$ cat src/rtl/smiley_hit_detector_pkg.sv
// Shared constants and types for the smiley/brick overlap detector.
// Edge-bit indices match the bit order of the published HitEdgeCode.
package smiley_hit_detector_pkg;

    localparam int EDGE_BOTTOM = 0;
    localparam int EDGE_RIGHT  = 1;
    localparam int EDGE_TOP    = 2;
    localparam int EDGE_LEFT   = 3;
    localparam int NUM_EDGES   = 4;

    localparam int DEF_SPRITE_W       = 32;
    localparam int DEF_SPRITE_H       = 32;
    localparam int DEF_EDGE_W         = 4;
    localparam int DEF_MIN_HIT_PIXELS = 3;

    localparam int EDGE_CNT_W  = 8;
    localparam int TOTAL_CNT_W = 10;

    typedef enum logic {
        WAIT_SOF = 1'b0,
        ACCUM    = 1'b1
    } state_t;

endpackage

$ cat src/rtl/smiley_hit_detector_hit_sat_counter.sv
// Saturating up-counter with a synchronous load that reloads to the current
// increment (0 or 1), so a pixel landing on the load cycle is not lost.
module hit_sat_counter #(
    parameter int WIDTH = 8
) (
    input  logic             clk,
    input  logic             resetN,
    input  logic             load,
    input  logic             inc,
    output logic [WIDTH-1:0] count
);

    always_ff @(posedge clk or negedge resetN) begin
        if (!resetN) begin
            count <= '0;
        end else if (load) begin
            count <= {{(WIDTH-1){1'b0}}, inc};
        end else if (inc && (count != {WIDTH{1'b1}})) begin
            count <= count + 1'b1;
        end
    end

endmodule

$ cat src/rtl/smiley_hit_detector.sv
// Counts smiley/brick overlap pixels per edge band over a frame and publishes
// the per-edge hit code, total and a one-cycle pulse on the next startOfFrame.
module smiley_hit_detector
    import smiley_hit_detector_pkg::*;
#(
    parameter int SPRITE_W       = DEF_SPRITE_W,
    parameter int SPRITE_H       = DEF_SPRITE_H,
    parameter int EDGE_W         = DEF_EDGE_W,
    parameter int MIN_HIT_PIXELS = DEF_MIN_HIT_PIXELS
) (
    input  logic        clk,
    input  logic        resetN,
    input  logic        startOfFrame,
    input  logic        smileyDR,
    input  logic        brickDR,
    input  logic [10:0] offsetX,
    input  logic [10:0] offsetY,
    output logic        collision,
    output logic [3:0]  HitEdgeCode,
    output logic        collisionPulse,
    output logic [9:0]  overlapCount
);

    localparam logic [10:0] BOTTOM_TH = 11'(SPRITE_H - EDGE_W);
    localparam logic [10:0] RIGHT_TH  = 11'(SPRITE_W - EDGE_W);
    localparam logic [10:0] NEAR_TH   = 11'(EDGE_W);
    localparam logic [EDGE_CNT_W-1:0] MIN_HIT = EDGE_CNT_W'(MIN_HIT_PIXELS);

    state_t                   state;
    logic                     overlap;
    logic [NUM_EDGES-1:0]     band;
    logic [NUM_EDGES-1:0]     edge_inc;
    logic [NUM_EDGES-1:0]     hit_now;
    logic [EDGE_CNT_W-1:0]    edge_cnt [NUM_EDGES];
    logic [TOTAL_CNT_W-1:0]   total_cnt;

    // Overlaps before the first frame boundary are ignored; the boundary
    // itself then reloads every counter to zero.
    assign overlap = smileyDR && brickDR && (state == ACCUM);

    always_comb begin
        band              = '0;
        band[EDGE_BOTTOM] = (offsetY >= BOTTOM_TH);
        band[EDGE_TOP]    = (offsetY <  NEAR_TH);
        band[EDGE_RIGHT]  = (offsetX >= RIGHT_TH);
        band[EDGE_LEFT]   = (offsetX <  NEAR_TH);
    end

    assign edge_inc = band & {NUM_EDGES{overlap}};

    for (genvar i = 0; i < NUM_EDGES; i++) begin : g_edge
        hit_sat_counter #(.WIDTH(EDGE_CNT_W)) u_edge_cnt (
            .clk    (clk),
            .resetN (resetN),
            .load   (startOfFrame),
            .inc    (edge_inc[i]),
            .count  (edge_cnt[i])
        );
    end

    hit_sat_counter #(.WIDTH(TOTAL_CNT_W)) u_total_cnt (
        .clk    (clk),
        .resetN (resetN),
        .load   (startOfFrame),
        .inc    (overlap),
        .count  (total_cnt)
    );

    always_comb begin
        hit_now = '0;
        for (int i = 0; i < NUM_EDGES; i++) begin
            hit_now[i] = (edge_cnt[i] >= MIN_HIT);
        end
    end

    always_ff @(posedge clk or negedge resetN) begin
        if (!resetN) begin
            state          <= WAIT_SOF;
            collision      <= 1'b0;
            HitEdgeCode    <= '0;
            collisionPulse <= 1'b0;
            overlapCount   <= '0;
        end else begin
            collisionPulse <= 1'b0;
            if (startOfFrame) begin
                case (state)
                    WAIT_SOF: state <= ACCUM;
                    ACCUM: begin
                        HitEdgeCode    <= hit_now;
                        collision      <= |hit_now;
                        overlapCount   <= total_cnt;
                        collisionPulse <= |hit_now;
                    end
                    default: state <= WAIT_SOF;
                endcase
            end
        end
    end

endmodule

$ cat config.mk
export PLATFORM = sky130hd
export DESIGN_NAME = smiley_hit_detector
export DESIGN_NICKNAME = d
export VERILOG_FILES = /design/src/rtl/smiley_hit_detector_pkg.sv /design/src/rtl/smiley_hit_detector_hit_sat_counter.sv /design/src/rtl/smiley_hit_detector.sv
export SDC_FILE = /design/constraint.sdc
export NUM_CORES = 1
export LEC_CHECK = 0
export CAP_MARGIN = 20
export CORE_MARGIN = 5
export CORE_UTILIZATION = 50
export CTS_CLUSTER_SIZE = 14
export DETAILED_ROUTE_END_ITERATION = 6
export PLACE_DENSITY = 0.86
export SETUP_SLACK_MARGIN = 0.2
export SLEW_MARGIN = 20
export SYNTH_ARGS = -nofsm -noshare
export SYNTH_HDL_FRONTEND = slang
export SYNTH_SLANG_ARGS = --single-unit
$ cat constraint.sdc
create_clock -name clk -period 1.8 [get_ports clk]
set_input_delay 0.54 -clock clk [delete_from_list [all_inputs] [get_ports clk]]
set_output_delay 0.54 -clock clk [all_outputs]
set_load 0.01 [all_outputs]
# --- Yosys cells after proc, flatten, opt, wreduce, memory -nomap -nowiden ---
# Index checks and enable logic that the tools add are counted.
word_totals:
  output_inout_bits: 16
  latch_bits: 0
  mem_bits_rw: 0
  memories: 0
  ff_bits: 59
  elab_cells: 55
  mem_bits_ro: 0
  inputBits: 27
op_classes:
  addsub: 5
  bitwise: 1
  div: 0
  order_cmp: 8
  multipliers: 0
  eq_ne: 5
  n_mux: 12
  reduce_logical: 14
  shift: 0
ops:
  columns: ["op", "count"]
  rows:
  - ["$mux 8", 8]
  - ["$add 8x1->8 const B", 4]
  - ["$ge 8x2->1 const B", 4]
  - ["$ne 8x8->1 const B", 4]
  - ["$ge 11x5->1 const B", 2]
  - ["$lt 11x3->1 const B", 2]
  - ["$mux 10", 2]
  - ["$add 10x1->10 const B", 1]
  - ["$ne 10x10->1 const B", 1]
  - ["$reduce_bool 2->1", 5]
  - ["$logic_and 1x1->1", 7]
  - ["$and 4x4->4", 1]
  - ["$reduce_or 4->1", 1]
  - ["$mux 1", 2]
  - ["$reduce_and 2->1", 1]

# --- Longest topological paths before layout ---
# Gate-level depths: netlist (run 1).
depth:
  ltp_word: 6
  ltp_mapped: 6
  mapped_depth_nobuf: 5

# --- Hierarchy ---
# Synthesis (run 1) repeated with hierarchy kept, for this count alone.
hier_totals:
  cells_unflattened: 318
  hier_area_um2: 3273.1
modules_own_cells:
  columns: ["mod", "seq_area_each_um2", "cells_each", "n_inst", "area_each_um2"]
  rows:
  - ["hit_sat_counter at g_edge[0].u_edge_cnt ...", 200.2, 47, 4, 473.0]
  - ["smiley_hit_detector", 425.4, 70, 1, 827.0]
  - ["hit_sat_counter at u_total_cnt", 250.2, 60, 1, 554.3]

# --- Worst setup path before layout (run 1) ---
# OpenSTA, ideal clock, no wires.
synth_timing:
  path_type: "input port to flip-flop"
  from: "input port offsetX[8]"
  to: "register g_edge[1].u_edge_cnt.count[0]"
  path_stages: 5
  t_required_ns: 1.704
  t_arrival_ns: 1.722
  path_slack_ns: -0.017
  n_path_buf: 1
  setup_time_ns: 0.096
  path_cell_list: "or4_4 o31ai_2 buf_4 nor2_1 o32ai_2"
synth_via:
  elab_chain_cells: 4
  word_cells_on_any_way: 5
  classes_between: "1 x order compare; 1 x mux; 1 x bitwise; 2 x reduce/logical"
synth_rtl:
  columns: ["element", "line_no", "text"]
  rows:
  - ["from (decl)", "smiley_hit_detector.sv:16", "input logic [10:0] offsetX,"]
  - ["$ge 11x5->1 (*)", "smiley_hit_detector.sv:45", "band[EDGE_RIGHT] = (offsetX >= RIGHT_TH);"]
  - ["$and 4x4->4 (*)", "smiley_hit_detector.sv:49", "assign edge_inc = band & {NUM_EDGES{overlap}};"]
  - ["$logic_and 1x1->1", "smiley_hit_detector_hit_sat_counter.sv:18", "end else if (inc && (count != {WIDTH{1'b1}})) begin"]
  - ["$reduce_bool 2->1 (no line)", null, null]
  - ["to (signal assigned)", "smiley_hit_detector_hit_sat_counter.sv:17", "count <= {{(WIDTH-1){1'b0}}, inc};"]
  - ["to (signal assigned)", "smiley_hit_detector_hit_sat_counter.sv:19", "count <= count + 1'b1;"]
  - ["to (decl)", "smiley_hit_detector_hit_sat_counter.sv:10", "output logic [WIDTH-1:0] count"]
# Mark *: on every way between the ends. The rest lies on a longest branch, timed or not.
# A chain may end at the register's enable or synchronous reset.

# --- Final worst setup path (run 1) ---
layout_timing:
  from: "register g_edge[2].u_edge_cnt.count[0]"
  to: "register collision"
layout_via:
  elab_chain_cells: 2
layout_rtl:
  columns: ["element", "line_no", "text"]
  rows:
  - ["from (decl)", "smiley_hit_detector_hit_sat_counter.sv:10", null]
  - ["from (signal assigned)", "smiley_hit_detector_hit_sat_counter.sv:17", null]
  - ["from (signal assigned)", "smiley_hit_detector_hit_sat_counter.sv:19", null]
  - ["$ge 8x2->1", "smiley_hit_detector.sv:72", "hit_now[i] = (edge_cnt[i] >= MIN_HIT);"]
  - ["$reduce_or 4->1", "smiley_hit_detector.sv:90", "collision <= |hit_now;"]
  - ["to (signal assigned)", "smiley_hit_detector.sv:90", null]
  - ["to (decl)", "smiley_hit_detector.sv:18", "output logic collision,"]
# No other way between the ends.

==> results of run 1 <==
[where the power goes]
| group | internal (W) | switching (W) |
|---|---|---|
| registers | 0.00135 | 0.0000238 |
| clock network | 0.000957 | 0.000595 |
| logic | 0.000187 | 0.000206 |
[worst max-delay path by stage]
| stage | start | slack [ps] | cells past startpoint | endpoint |
|---|---|---|---|---|
| final | g_edge[2].u_edge_cnt.count[0] | -30 | 5 | collision |
| after global routing | g_edge[2].u_edge_cnt.count[0] | -100 | 5 | collision |
| after CTS | g_edge[3].u_edge_cnt.count[0] | 20 | 6 | g_edge[3].u_edge_cnt.count[3] |
| after detailed placement | offsetX[7] | -570 | 5 | g_edge[3].u_edge_cnt.count[2] |
| after global placement | offsetX[8] | -490 | 6 | g_edge[1].u_edge_cnt.count[0] |
| after floorplan | offsetX[8] | 50 | 4 | g_edge[1].u_edge_cnt.count[4] |
[layout make-up]
class                           count  area [um2]  area share
Clock buffer                       10         138      0.0264
Clock inverter                      6         113      0.0216
Inverter                            5        23.8     0.00455
Multi-Input combinational cell    241        2230       0.427
Sequential cell                    59        1480       0.284
Tap cell                           77        96.3      0.0185
Timing Repair Buffer              131        1140       0.218
[Yosys cell counts, types with 7 or more instances]
master	n	area share
nand2_1	17	0.020
dfrtp_1	59	0.46
o31ai_1	12	0.028
o21ai_0	14	0.022
a31oi_1	9	0.018
a21oi_1	24	0.037
nand3_1	20	0.031
clkbuf_1	10	0.012
nor2_1	12	0.014
mux2_2	13	0.046
nor3_1	7	0.011
and3_1	11	0.021
or3_1	7	0.014
or4_1	16	0.037
[sequential cells by signal, indices dropped and copies added (netlist names)]
name                     cells
g_edge.u_edge_cnt.count     32
overlapCount                10
u_total_cnt.count           10
HitEdgeCode                  4
collision                    1
collisionPulse               1
state                        1
[routing by layer]
metal / GRT usage / wire [um]
met2: 0.422 / 6100
met4: 0.107 / 534
met1: 0.294 / 4320
met3: 0.0518 / 767
met5: 0 / 0
[placed cells by master, fill, tap and decap left out, types with 4 or more instances in the layout]
master	instances
or4_4	13
and3_1	8
buf_2	10
nand4_1	5
nand4_4	4
or3_1	4
nor3_2	4
nand2b_1	4
nor4_4	6
clkbuf_8	10
nand3_1	17
o21ai_2	5
nor2_1	7
dlygate4sd2_1	18
buf_6	25
and4_4	4
a21oi_2	15
or4_1	4
a31oi_1	8
buf_4	68
buf_12	4
nor2b_1	6
o31ai_1	7
a21oi_1	9
mux2_2	10
o21ai_0	6
nand2_1	17
dfrtp_1	56
[cells by family (layout without fill, tap and decap cells)]
logic type / after synthesis / count (layout) / synth area share
AO/OA/AOI/OAI: 82 / 82 / 0.170
XOR/XNOR: 1 / 1 / 0.00273
adder cells (fa/ha/maj): 5 / 5 / 0.0195
buffers and inverters: 19 / 152 / 0.0272
flip-flops: 59 / 59 / 0.459
multiplexers: 15 / 15 / 0.0518
AND/OR/NAND/NOR: 136 / 138 / 0.269
[per-stage QoR]
stage / TNS, ps / total power [W] / area [um2] / hold WS, ps
2_1_floorplan: 0 / 0.00151 / 3340 / 244
3_3_place_gp: -15000 / 0.00169 / 4110 / 408
3_5_place_dp: -17290 / 0.00170 / 4110 / 414
4_1_cts: 0 / 0.00322 / 4680 / 47.7
5_1_grt: -251 / 0.00342 / 5220 / 50.5
6_report: -35.9 / 0.00332 / 5220 / 44.4
[repair_timing]
| item | 4_1_cts | 5_1_grt |
|---|---|---|
| endpoints found under the hold margin | 0 | 0 |
| setup endpoints to repair | 62 | 48 |
| pin swaps | 35 | 49 |
| buffers inserted | 26 | 19 |
| cloned | 3 | 0 |
| gates resized for setup | 124 | 96 |
==> results.cfg, run 1 <==
[outcome]
status = complete, but fails checks
violations = negative setup slack

[timing]
tightestPinTransition_ps = 430
period_minus_slack_ps = 1830
maxSlewHeadroom = 0.711
final.setup_skew_ps = 16.9
setup_viol = 2
max_freq_mhz = 547
worst_slack_ps = -28.2
hold_viol_final = 0
rsz0062_at_grt = yes
final.period_utilization = 1.02
maxSlewViolCount = 0

[floorplan]
initial_core_util = 0.509
die_y_um = 90.2
pin_count = 43
fp-row-count = 29
core_area_um2 = 6310
die_area_um2 = 8130
dieWidth_um = 90.2

[cts]
postCtsHoldBufs = 0
cts_buffers = 9
clockBufferDepth = 2
clk_pin_slew_ps = 80
htree_levels = 3
clock_latency_ps = 360
cts_root_buf = clkbuf_8
cts.sinks = 59
cts_tree = yes

[min_path]
hp-class = primary input to async pin

[routing]
wl_um = 11700
vias = 3495
detail-route-antenna-nets = 0
drcViolationCount = 0
dr.pass1.iters = 5
vias_per_cell = 6.61
drt_iter0_markers = 277
wl_per_cell_um = 22.2

[yosys]
yosysUniqueCellTypes = 52
ys.flop_type = dfrtp_1
ys_seq_area_frac = 0.459
synth_edf_count = 0
avgSynthCellArea_um2 = 10.1
netlist_area_um2 = 3210
ys.warnings.count = 0
synth-async-reset-ratio = 1.00
ys_seq_elements = 59
syn_inst = 317
synth_fp_nets = 349

[placement]
hpwl_um = 5950
globalplace.congestion = 0.837
io_buffers = 38
place_ws_ps = -566
placed_cells = 465

[pwr]
power_density_nw_per_um2 = 635
peakVddDrop_mv = 0.522
cellLeakagePower_nw = 2.26

[setup_path]
path_buf_inv = 0
r2r_slack_ps = -30
cpMaxStageDelayCell = or4_4
critPathArrivalTime_ps = 2070
timing.critical_path.cells = ha_2, or4_4, nor4_4, a41oi_2, a21o_1
reg2reg_depth = 5
crit_type = flop to flop
cpPeakStageDelay_ps = 490
crit_fanout = 2
path_delay_family = simple AND/OR/NAND/NOR gates
crit_required_ps = 2040
crit_path_end_kind = flop
start_kind = flop
reg2reg_to = collision
reg2reg_from = g_edge[2].u_edge_cnt.count[0]

[layout]
final_util = 0.827
antenna_cells = 0
n_fill_cell = 328
syn_to_final_growth_pct = 62.4
fin_cells = 529
drive_gt1_frac = 0.533
nets = 479

[global_routing]
grt_antenna_before_repair = 0
grt_pass1_vias = 3432
overflow = 0
grt_usage = 0.245
grt_pass1_wl_um = 16500
grt_max_degree = 24

[flow_run]
max_cap_viol_count = 0
Note: power is estimated with default switching activity, not from simulation.
==> inputs of run 2 (changes only) <==
--- a/config.mk
+++ b/config.mk
@@ -5,6 +5,7 @@
 export SDC_FILE = /design/constraint.sdc
 export NUM_CORES = 1
 export LEC_CHECK = 0
+export ABC_CLOCK_PERIOD_IN_PS = 1800
 export CAP_MARGIN = 20
 export CORE_MARGIN = 5
 export CORE_UTILIZATION = 50
==> results of run 2 <==
Final layout, timing and power as in run 1 (identical DEF).
==> inputs of run 3 (changes only) <==
--- a/config.mk
+++ b/config.mk
@@ -13,6 +13,7 @@
 export DETAILED_ROUTE_END_ITERATION = 6
 export PLACE_DENSITY = 0.86
 export SETUP_SLACK_MARGIN = 0.2
+export SKIP_CTS_REPAIR_TIMING = 1
 export SLEW_MARGIN = 20
 export SYNTH_ARGS = -nofsm -noshare
 export SYNTH_HDL_FRONTEND = slang
==> results.cfg, run 3 (synthesis results as in run 1) <==
[setup_path]
crit_type = flop to flop
crit_fanout = 4
crit_path_end_kind = flop
start_kind = flop
critPathArrivalTime_ps = 2110
crit_required_ps = 2040

[pwr]
cellLeakagePower_nw = 2.47
power_density_nw_per_um2 = 640
peakVddDrop_mv = 0.457

[placement]
placed_cells = 465
hpwl_um = 5950
globalplace.congestion = 0.837
io_buffers = 38

[timing]
final.setup_skew_ps = 20.7
worst_slack_ps = -71.4
max_freq_mhz = 534
rsz0062_at_grt = yes
setup_viol = 2
maxSlewViolCount = 0
fin_tns_setup_ps = -124
final.period_utilization = 1.04
period_minus_slack_ps = 1870
hold_viol_final = 0
tightestPinTransition_ps = 534
maxSlewHeadroom = 0.638

[floorplan]
pin_count = 43
core_area_um2 = 6310
dieWidth_um = 90.2
die_y_um = 90.2
fp-row-count = 29
die_area_um2 = 8130
initial_core_util = 0.509

[global_routing]
grt_pass1_vias = 3046
overflow = 0
grt_pass1_wl_um = 14300
grt_antenna_before_repair = 0
grt_usage = 0.210
grt_max_degree = 24

[cts]
clk_pin_slew_ps = 90
cts_root_buf = clkbuf_8
cts_buffers = 9
htree_levels = 3
cts.sinks = 59
clockBufferDepth = 2
clock_latency_ps = 360
cts_tree = yes

[routing]
detail-route-antenna-nets = 0
wl_per_cell_um = 21.9
vias = 3425
wl_um = 11400
drt_iter0_markers = 264
dr.pass1.iters = 4
vias_per_cell = 6.60
drcViolationCount = 0

[layout]
largest_register = g_edge.u_edge_cnt.count
antenna_cells = 0
nets = 469
reg_top3 = g_edge.u_edge_cnt.count x32, overlapCount x10, u_total_cnt.count x10
largest_reg_flops = 32
final_cell_mix = buf_4, dfrtp_1, dlymetal6s2s_1
final_common_cell = buf_4
drive_gt1_frac = 0.498
fin_cells = 519
syn_to_final_growth_pct = 60.0

[min_path]
hp-class = primary input to async pin

[outcome]
status = complete, but fails checks
violations = negative setup slack

[flow_run]
max_cap_viol_count = 0
-- run 3: cell types whose count changed in the layout (fill, tap and decap cells not counted), sizes merged --
cell | previous run | this run
buf | 108 | 89
clkbuf | 11 | 17
dlygate4sd2 | 18 | 0
clkdlybuf4s15 | 3 | 0
nand4 | 9 | 8
dlymetal6s2s | 0 | 25
-- run 3: area by class of cell --
type / count / area (um2)
Timing Repair Buffer: 122 / 1150
Multi-Input combinational cell: 240 / 2140
Inverter: 5 / 18.8
Fill cell: 328 / 1170
Clock buffer: 10 / 138
Clock inverter: 6 / 113
Sequential cell: 59 / 1480
Tap cell: 77 / 96.3
-- run 3: per-layer routing --
layer | wire, um | vias to the layer above | GRT usage
met5 | 0 | - | 0
met4 | 439 | 0 | 0.0782
met3 | 662 | 40 | 0.0459
met2 | 6030 | 168 | 0.348
met1 | 4250 | 1729 | 0.269
li1 | - | 1488 | -
-- run 3: power breakdown --
part / leakage [nW] / switching (W) / total (W) / internal (W)
Sequential: 0.803 / 0.0000206 / 0.00137 / 0.00135
Combinational: 1.55 / 0.000195 / 0.000378 / 0.000183
Clock: 0.115 / 0.000590 / 0.00155 / 0.000957
-- run 3: critical path, stage by stage, from the launching register on --
cell	delay, ps
dfrtp_1	440
ha_4	200
or4_4	430
nor4_4	290
a41oi_2	200
a21o_1	190
-- run 3: path summary, 6_finish.rpt --
kind	slack [ps]	startpoint	end	depth (start not counted)
max	-70	g_edge[3].u_edge_cnt.count[0]	collision	5
min	50	resetN	g_edge[1].u_edge_cnt.count[2]	1
max reg2reg	-70	g_edge[3].u_edge_cnt.count[0]	collision	5
min reg2reg	490	HitEdgeCode[2]	HitEdgeCode[2]	2
max in group asynchronous	1210	resetN	g_edge[3].u_edge_cnt.count[3]	2
min in group clk	490	HitEdgeCode[2]	HitEdgeCode[2]	2
-- run 3: stage by stage --
step           power (W)  utilization  setup WS [ps]  hold WS, ps  area [um2]
6_report         0.00329        0.815          -71.4         49.9        5140
5_1_grt          0.00340        0.815           -134         48.9        5140
2_1_floorplan    0.00151            -           45.0          244        3340
3_5_place_dp     0.00170        0.651           -566          414        4110
3_3_place_gp     0.00169        0.651           -487          408        4110
4_1_cts          0.00320        0.690           -204         47.7        4360
